$ cat config.mk
export PLATFORM = sky130hd
export DESIGN_NAME = lsu_uart_bridge
export DESIGN_NICKNAME = d
export VERILOG_FILES = /design/src/rtl/lsu_uart_bridge.sv
export SDC_FILE = /design/constraint.sdc
export NUM_CORES = 1
export LEC_CHECK = 0
export ABC_AREA = 1
export BUFFER_PORTS_ARGS = -buffer_cell sky130_fd_sc_hd__buf_2
export CORE_MARGIN = 3
export CORE_UTILIZATION = 55
export CTS_BUF_LIST = sky130_fd_sc_hd__clkbuf_4 sky130_fd_sc_hd__clkbuf_8
export DETAILED_ROUTE_END_ITERATION = 8
export GPL_ROUTABILITY_DRIVEN = 0
export GPL_TIMING_DRIVEN = 1
export PLACE_DENSITY = 0.79
export REMOVE_ABC_BUFFERS = 1
export SLEW_MARGIN = 0
export SYNTH_ARGS = -nofsm -noshare
export SYNTH_HDL_FRONTEND = slang
export SYNTH_SLANG_ARGS = --single-unit
$ cat constraint.sdc
create_clock -name clk -period 4.88 [get_ports clk]
set_clock_uncertainty 0.15 [all_clocks]
set_input_delay 0.244 -clock clk [delete_from_list [all_inputs] [get_ports clk]]
set_output_delay 0.244 -clock clk [all_outputs]
set_load 0.05 [all_outputs]
$ cat src/rtl/lsu_uart_bridge.sv
// Load/store unit that tunnels CPU memory accesses over a byte-wide UART link.
// Each access sends a flag byte and the address MSB first, then sends store data or collects load data.
module lsu_uart_bridge #(
  parameter int         DATA_BYTES = 2,
  parameter int         ADDR_BYTES = 1,
  parameter int         TIMEOUT    = 65535,
  parameter logic [7:0] FLAG_LOAD  = 8'h01,
  parameter logic [7:0] FLAG_STORE = 8'h02,
  localparam int        DW         = 8 * DATA_BYTES,
  localparam int        AW         = 8 * ADDR_BYTES
) (
  input  logic          clk,
  input  logic          reset,
  input  logic          req_valid,
  output logic          req_ready,
  input  logic [1:0]    req_op,
  input  logic [AW-1:0] req_addr,
  input  logic [DW-1:0] req_wdata,
  output logic          rsp_valid,
  output logic          rsp_err,
  output logic [DW-1:0] rsp_rdata,
  output logic          tx_start,
  output logic [7:0]    tx_data,
  input  logic          tx_done,
  input  logic          rx_valid,
  input  logic [7:0]    rx_data,
  output logic          busy
);

  localparam int MAXB = (ADDR_BYTES > DATA_BYTES) ? ADDR_BYTES : DATA_BYTES;
  localparam int CW   = $clog2(MAXB) + 1;
  localparam int TW   = $clog2(TIMEOUT + 2);
  localparam logic [1:0] OP_LOAD  = 2'b01;
  localparam logic [1:0] OP_STORE = 2'b10;

  typedef enum logic [2:0] {
    S_IDLE,
    S_FLAG,
    S_ADDR,
    S_WDATA,
    S_RDATA,
    S_DONE
  } state_t;

  state_t        state_q;
  logic          is_load_q;
  logic [AW-1:0] addr_q;
  logic [DW-1:0] wdata_q;
  logic [DW-1:0] rx_shift_q;
  logic [DW-1:0] rsp_rdata_q;
  logic [CW-1:0] cnt_q;
  logic [TW-1:0] timer_q;
  logic          tx_start_q;
  logic [7:0]    tx_data_q;
  logic          rsp_valid_q;
  logic          rsp_err_q;

  logic          tx_ack_d;
  logic          time_up_d;
  logic          last_addr_d;
  logic          last_data_d;
  logic [DW-1:0] rx_word_d;

  // tx_done in the same cycle as the start pulse belongs to the previous byte, so it is ignored
  assign tx_ack_d    = tx_done && !tx_start_q;
  assign time_up_d   = (TIMEOUT != 0) && (timer_q >= TW'(TIMEOUT - 1));
  assign last_addr_d = (cnt_q == CW'(ADDR_BYTES - 1));
  assign last_data_d = (cnt_q == CW'(DATA_BYTES - 1));
  assign rx_word_d   = (rx_shift_q << 8) | DW'(rx_data);

  assign req_ready = (state_q == S_IDLE);
  assign busy      = (state_q != S_IDLE);
  assign rsp_valid = rsp_valid_q;
  assign rsp_err   = rsp_err_q;
  assign rsp_rdata = rsp_rdata_q;
  assign tx_start  = tx_start_q;
  assign tx_data   = tx_data_q;

  // Timer reads 0 in a tx_start cycle and 1 the cycle after a tx_done/rx_valid, so every
  // wait times out exactly TIMEOUT cycles after the event that began it.
  always_ff @(posedge clk) begin
    if (reset) begin
      state_q     <= S_IDLE;
      is_load_q   <= 1'b0;
      addr_q      <= '0;
      wdata_q     <= '0;
      rx_shift_q  <= '0;
      rsp_rdata_q <= '0;
      cnt_q       <= '0;
      timer_q     <= '0;
      tx_start_q  <= 1'b0;
      tx_data_q   <= '0;
      rsp_valid_q <= 1'b0;
      rsp_err_q   <= 1'b0;
    end else begin
      tx_start_q  <= 1'b0;
      rsp_valid_q <= 1'b0;
      rsp_err_q   <= 1'b0;
      timer_q     <= timer_q + TW'(1);
      case (state_q)
        S_IDLE: begin
          if (req_valid) begin
            addr_q    <= req_addr;
            wdata_q   <= req_wdata;
            is_load_q <= (req_op == OP_LOAD);
            cnt_q     <= '0;
            timer_q   <= '0;
            if (req_op == OP_LOAD || req_op == OP_STORE) begin
              state_q    <= S_FLAG;
              tx_start_q <= 1'b1;
              tx_data_q  <= (req_op == OP_LOAD) ? FLAG_LOAD : FLAG_STORE;
            end else begin
              state_q     <= S_DONE;
              rsp_valid_q <= 1'b1;
              rsp_err_q   <= 1'b1;
            end
          end
        end
        S_FLAG: begin
          if (tx_ack_d) begin
            state_q    <= S_ADDR;
            cnt_q      <= '0;
            tx_start_q <= 1'b1;
            tx_data_q  <= addr_q[AW-1 -: 8];
            addr_q     <= addr_q << 8;
            timer_q    <= '0;
          end else if (time_up_d) begin
            state_q     <= S_DONE;
            cnt_q       <= '0;
            rsp_valid_q <= 1'b1;
            rsp_err_q   <= 1'b1;
          end
        end
        S_ADDR: begin
          if (tx_ack_d) begin
            if (last_addr_d) begin
              cnt_q <= '0;
              if (is_load_q) begin
                state_q <= S_RDATA;
                timer_q <= TW'(1);
              end else begin
                state_q    <= S_WDATA;
                tx_start_q <= 1'b1;
                tx_data_q  <= wdata_q[DW-1 -: 8];
                wdata_q    <= wdata_q << 8;
                timer_q    <= '0;
              end
            end else begin
              cnt_q      <= cnt_q + CW'(1);
              tx_start_q <= 1'b1;
              tx_data_q  <= addr_q[AW-1 -: 8];
              addr_q     <= addr_q << 8;
              timer_q    <= '0;
            end
          end else if (time_up_d) begin
            state_q     <= S_DONE;
            cnt_q       <= '0;
            rsp_valid_q <= 1'b1;
            rsp_err_q   <= 1'b1;
          end
        end
        S_WDATA: begin
          if (tx_ack_d) begin
            if (last_data_d) begin
              state_q     <= S_DONE;
              cnt_q       <= '0;
              rsp_valid_q <= 1'b1;
            end else begin
              cnt_q      <= cnt_q + CW'(1);
              tx_start_q <= 1'b1;
              tx_data_q  <= wdata_q[DW-1 -: 8];
              wdata_q    <= wdata_q << 8;
              timer_q    <= '0;
            end
          end else if (time_up_d) begin
            state_q     <= S_DONE;
            cnt_q       <= '0;
            rsp_valid_q <= 1'b1;
            rsp_err_q   <= 1'b1;
          end
        end
        S_RDATA: begin
          // rsp_rdata only changes on a completed load, so timeouts keep the old word
          if (rx_valid) begin
            rx_shift_q <= rx_word_d;
            timer_q    <= TW'(1);
            if (last_data_d) begin
              state_q     <= S_DONE;
              cnt_q       <= '0;
              rsp_valid_q <= 1'b1;
              rsp_rdata_q <= rx_word_d;
            end else begin
              cnt_q <= cnt_q + CW'(1);
            end
          end else if (time_up_d) begin
            state_q     <= S_DONE;
            cnt_q       <= '0;
            rsp_valid_q <= 1'b1;
            rsp_err_q   <= 1'b1;
          end
        end
        S_DONE: begin
          state_q <= S_IDLE;
          cnt_q   <= '0;
        end
        default: begin
          state_q <= S_IDLE;
          cnt_q   <= '0;
        end
      endcase
    end
  end

endmodule

==> summary.md <==
| Metric | Value |
|---|---|
| Final Hold Vio Count | `0` |
| PnR Total Power | `2.22 mW` |
| Worst ir drop on vdd | `328 uV` |
| Maximum clock insertion buffer count | `2` |
| Status | `complete, no violations` |
| CTS tree | `built` |
| Crit path launch type | `register` |
| CTS sink cnt | `82` |
| # IOs | `68` |
| Slowest-stage cell, CP | `o31ai_4` |
| Gr usage total | `0.234` |
| Worst hold path class | `input pin to register` |
| Required time worst endpoint | `slightly below 5 ns` |
| Row count | `30` |
| Area share of xor/xnor cells in the synthesized design | `0.0202` |
| Number of max-cap violations | `0` |
| Seq/Total Area, Yosys | `0.421` |
| Most frequent cells in the layout | `nand2_1, dfxtp_1, nor2_1` |
| Area contributors post-synth | `dfxtp_1, nand2_1, nor2_1, o21ai_0, a21oi_1` |
| Synth Area in Adders | `0.0193` |
| Clock root cell | `clkbuf_8` |
| Total grt overflow | `0` |
| Design area | `around 4700 um2` |
| First-pass iteration count of the detailed router | `5` |
| Die height | `90.2 um` |
| Top FF cell, synth | `dfxtp_1` |
| Clk_lat worst skew | `between 0.3 and 0.4 ns` |
| Post-synth top area share | `0.421` |
| Post-DP HPWL | `6520 um` |
| Core area | `6830 um2` |
| Busiest layer in global routing | `met2` |
| Routed WL | `9320 um` |
| Synth warn | `0` |
| Syn-to-layout area delta | `19.7%` |
| Multiplexer area fraction after synthesis | `0` |
| CP Capture Type | `register` |
| Vias in the first global route | `3538` |
| Post-CTS Setup Inserts | `0` |
| Fmax | `around 0.43 GHz` |
| Crit-path cells | `nor2_1, inv_1, nand2_1, nand2_1, o31ai_4, nor2_1` |
| Chip width | `90.2 um` |
| Critical path class | `register to register` |
| DRC Markers | `0` |
| Arr. time, crit path | `2.38 ns` |
| Worst Tran Pin Value | `0.816 ns` |
| Antenna violations before repair | `0` |
| Fin Setup TNS | `0 ns` |
| RSZ-0062 raised after global routing | `no` |
| Core Util, Final | `0.683` |
| Final net count | `665` |
| Wirelength per Cell | `12.9 um` |
| Synth Area in Compound Gates | `0.163` |
| Port Buf Inserts | `67` |
| #FFs+latches synth | `82` |
| Vias per std cell | `5.27` |
| Mapped Area | `slightly below 4000 um2` |
| Syn Inst Count | `540` |
| H-Tree Depth | `3` |
| Post-synth top area cell | `dfxtp_1` |
| M1 GR Usage | `0.289` |
| Max stage delay on crit path | `~0.64 ns` |
| Syn_area_per_cell | `between 7 and 8 um2` |
| Routed Antenna Nets | `0` |
| Final Cycle Share | `0.476` |
| Netlist cell types | `39` |
| Final Critical Period | `2.32 ns` |
| Slew Viols, Final | `0` |
| Rel. slew slack | `0.455` |
| Diode count | `0` |
| Iter 0 DRT Violations | `248` |
| TritonCTS Buffers | `9` |
| Post-synth EDFFs | `0` |
| Critical path fanouts, max | `17` |
| Simple-gate share of the synthesized area | `0.300` |
| Initial core utilization | `0.571` |
| Hold WS | `0.00596 ns` |
| Final setup fails | `0` |
| Die ar. | `8130 um2` |
| Largest net degree at the start of global routing | `41` |
| Combinational family with the most area after synthesis | `simple AND/OR/NAND/NOR gates` |
| Global-route wire length before repair | `15900 um` |
| Via Count | `3800` |
| PD cells | `475 nW/um2` |
| Pleak | `2.03 nW` |
| Total placed instance area | `4270 um2` |
| Met2 Usage GRT | `0.402` |
| FFs w/ async S/R, synth | `0` |
| Worst-path clk slew | `0.09 ns` |
| Commonest non-fill, non-tap cell in the layout | `nand2_1` |
| Routing usage on met3 | `0.0402` |
| Share of layout cells above drive strength 1 | `0.197` |
[cell usage after synthesis (2+ instances only)]
library cell and n:
clkbuf_1 7, o21ai_0 51, nand4_1 6, a21oi_2 2
inv_2 8, inv_4 4, a21oi_1 46, nand2_2 4
nand2_4 4, a211oi_2 2, o21ai_1 3, xor2_1 6
nor2_2 4, nand3_1 27, buf_6 2, nand2_1 115
inv_1 43, a31oi_1 8, nor3_1 9, buf_2 4
nor2_1 74, dfxtp_1 82, ha_1 6, nand3_2 4
xnor2_1 3, nor2_4 3
[critical path: cells and delay by family (launching register included)]
| kind | cells | cell delay [ns] |
|---|---|---|
| and+or+nand+nor | 4 | 0.77 |
| AOI/OAI and AO/OA | 1 | 0.64 |
| DFF | 1 | 0.31 |
| buffers and inverters | 1 | 0.30 |
[power by group]
group	switching (mW)	internal (mW)
sequential	0.0782	0.792
combinational	0.565	0.231
clock	0.260	0.292
total	0.903	1.31
[sequential cells by signal, summed over array words and instances, names as in the netlist, 2 cells and up]
register,cells
timer_q,17
rsp_rdata,16
wdata_q,16
addr_q,8
rx_shift_q,8
tx_data,8
state_q,3
cnt_q,2
[path summary, 6_finish.rpt]
| kind | startpoint | endpoint | slack, ns | cells past startpoint |
|---|---|---|---|---|
| worst min-delay path | req_wdata[8] | wdata_q[8] | 0.006 | 3 |
| worst min register to register | wdata_q[9] | wdata_q[9] | 0.32 | 2 |
| worst max-delay path | tx_start | timer_q[15] | 2.56 | 6 |
| worst max register to register | tx_start | timer_q[15] | 2.56 | 6 |
[layout make-up]
class | count | area, um2
Inverter | 55 | 216
Fill cell | 607 | 2160
Tap cell | 96 | 120
Timing Repair Buffer | 84 | 505
Clock inverter | 7 | 101
Clock buffer | 9 | 124
Sequential cell | 82 | 1640
Multi-Input combinational cell | 388 | 1960
[cell families after synthesis]
family                   Yosys count
AO/OA/AOI/OAI                    116
flip-flops                        82
buffers and inverters             70
XOR/XNOR                           9
AND/OR/NAND/NOR                  257
adder cells (fa/ha/maj)            6
[through the flow]
step / setup slack, ns / instances
final: 2.56 / 721
after global routing: 2.33 / 721
after CTS: 2.58 / 721
after detailed placement: 2.56 / 688
after global placement: 2.67 / 688
after floorplan: 2.75 / 525
[per-layer routing]
metal | vias up | wire [um]
met2 | 115 | 4610
met1 | 1738 | 4040
met4 | 0 | 221
met3 | 21 | 446
met5 | - | 0
li1 | 1926 | -
[timing repair]
action	in CTS	in global routing
gates resized for setup	0	0
setup endpoints to repair	0	0
hold buffers	17	0
hold endpoints to repair	23	0
Power figures use the tool's default switching activity.
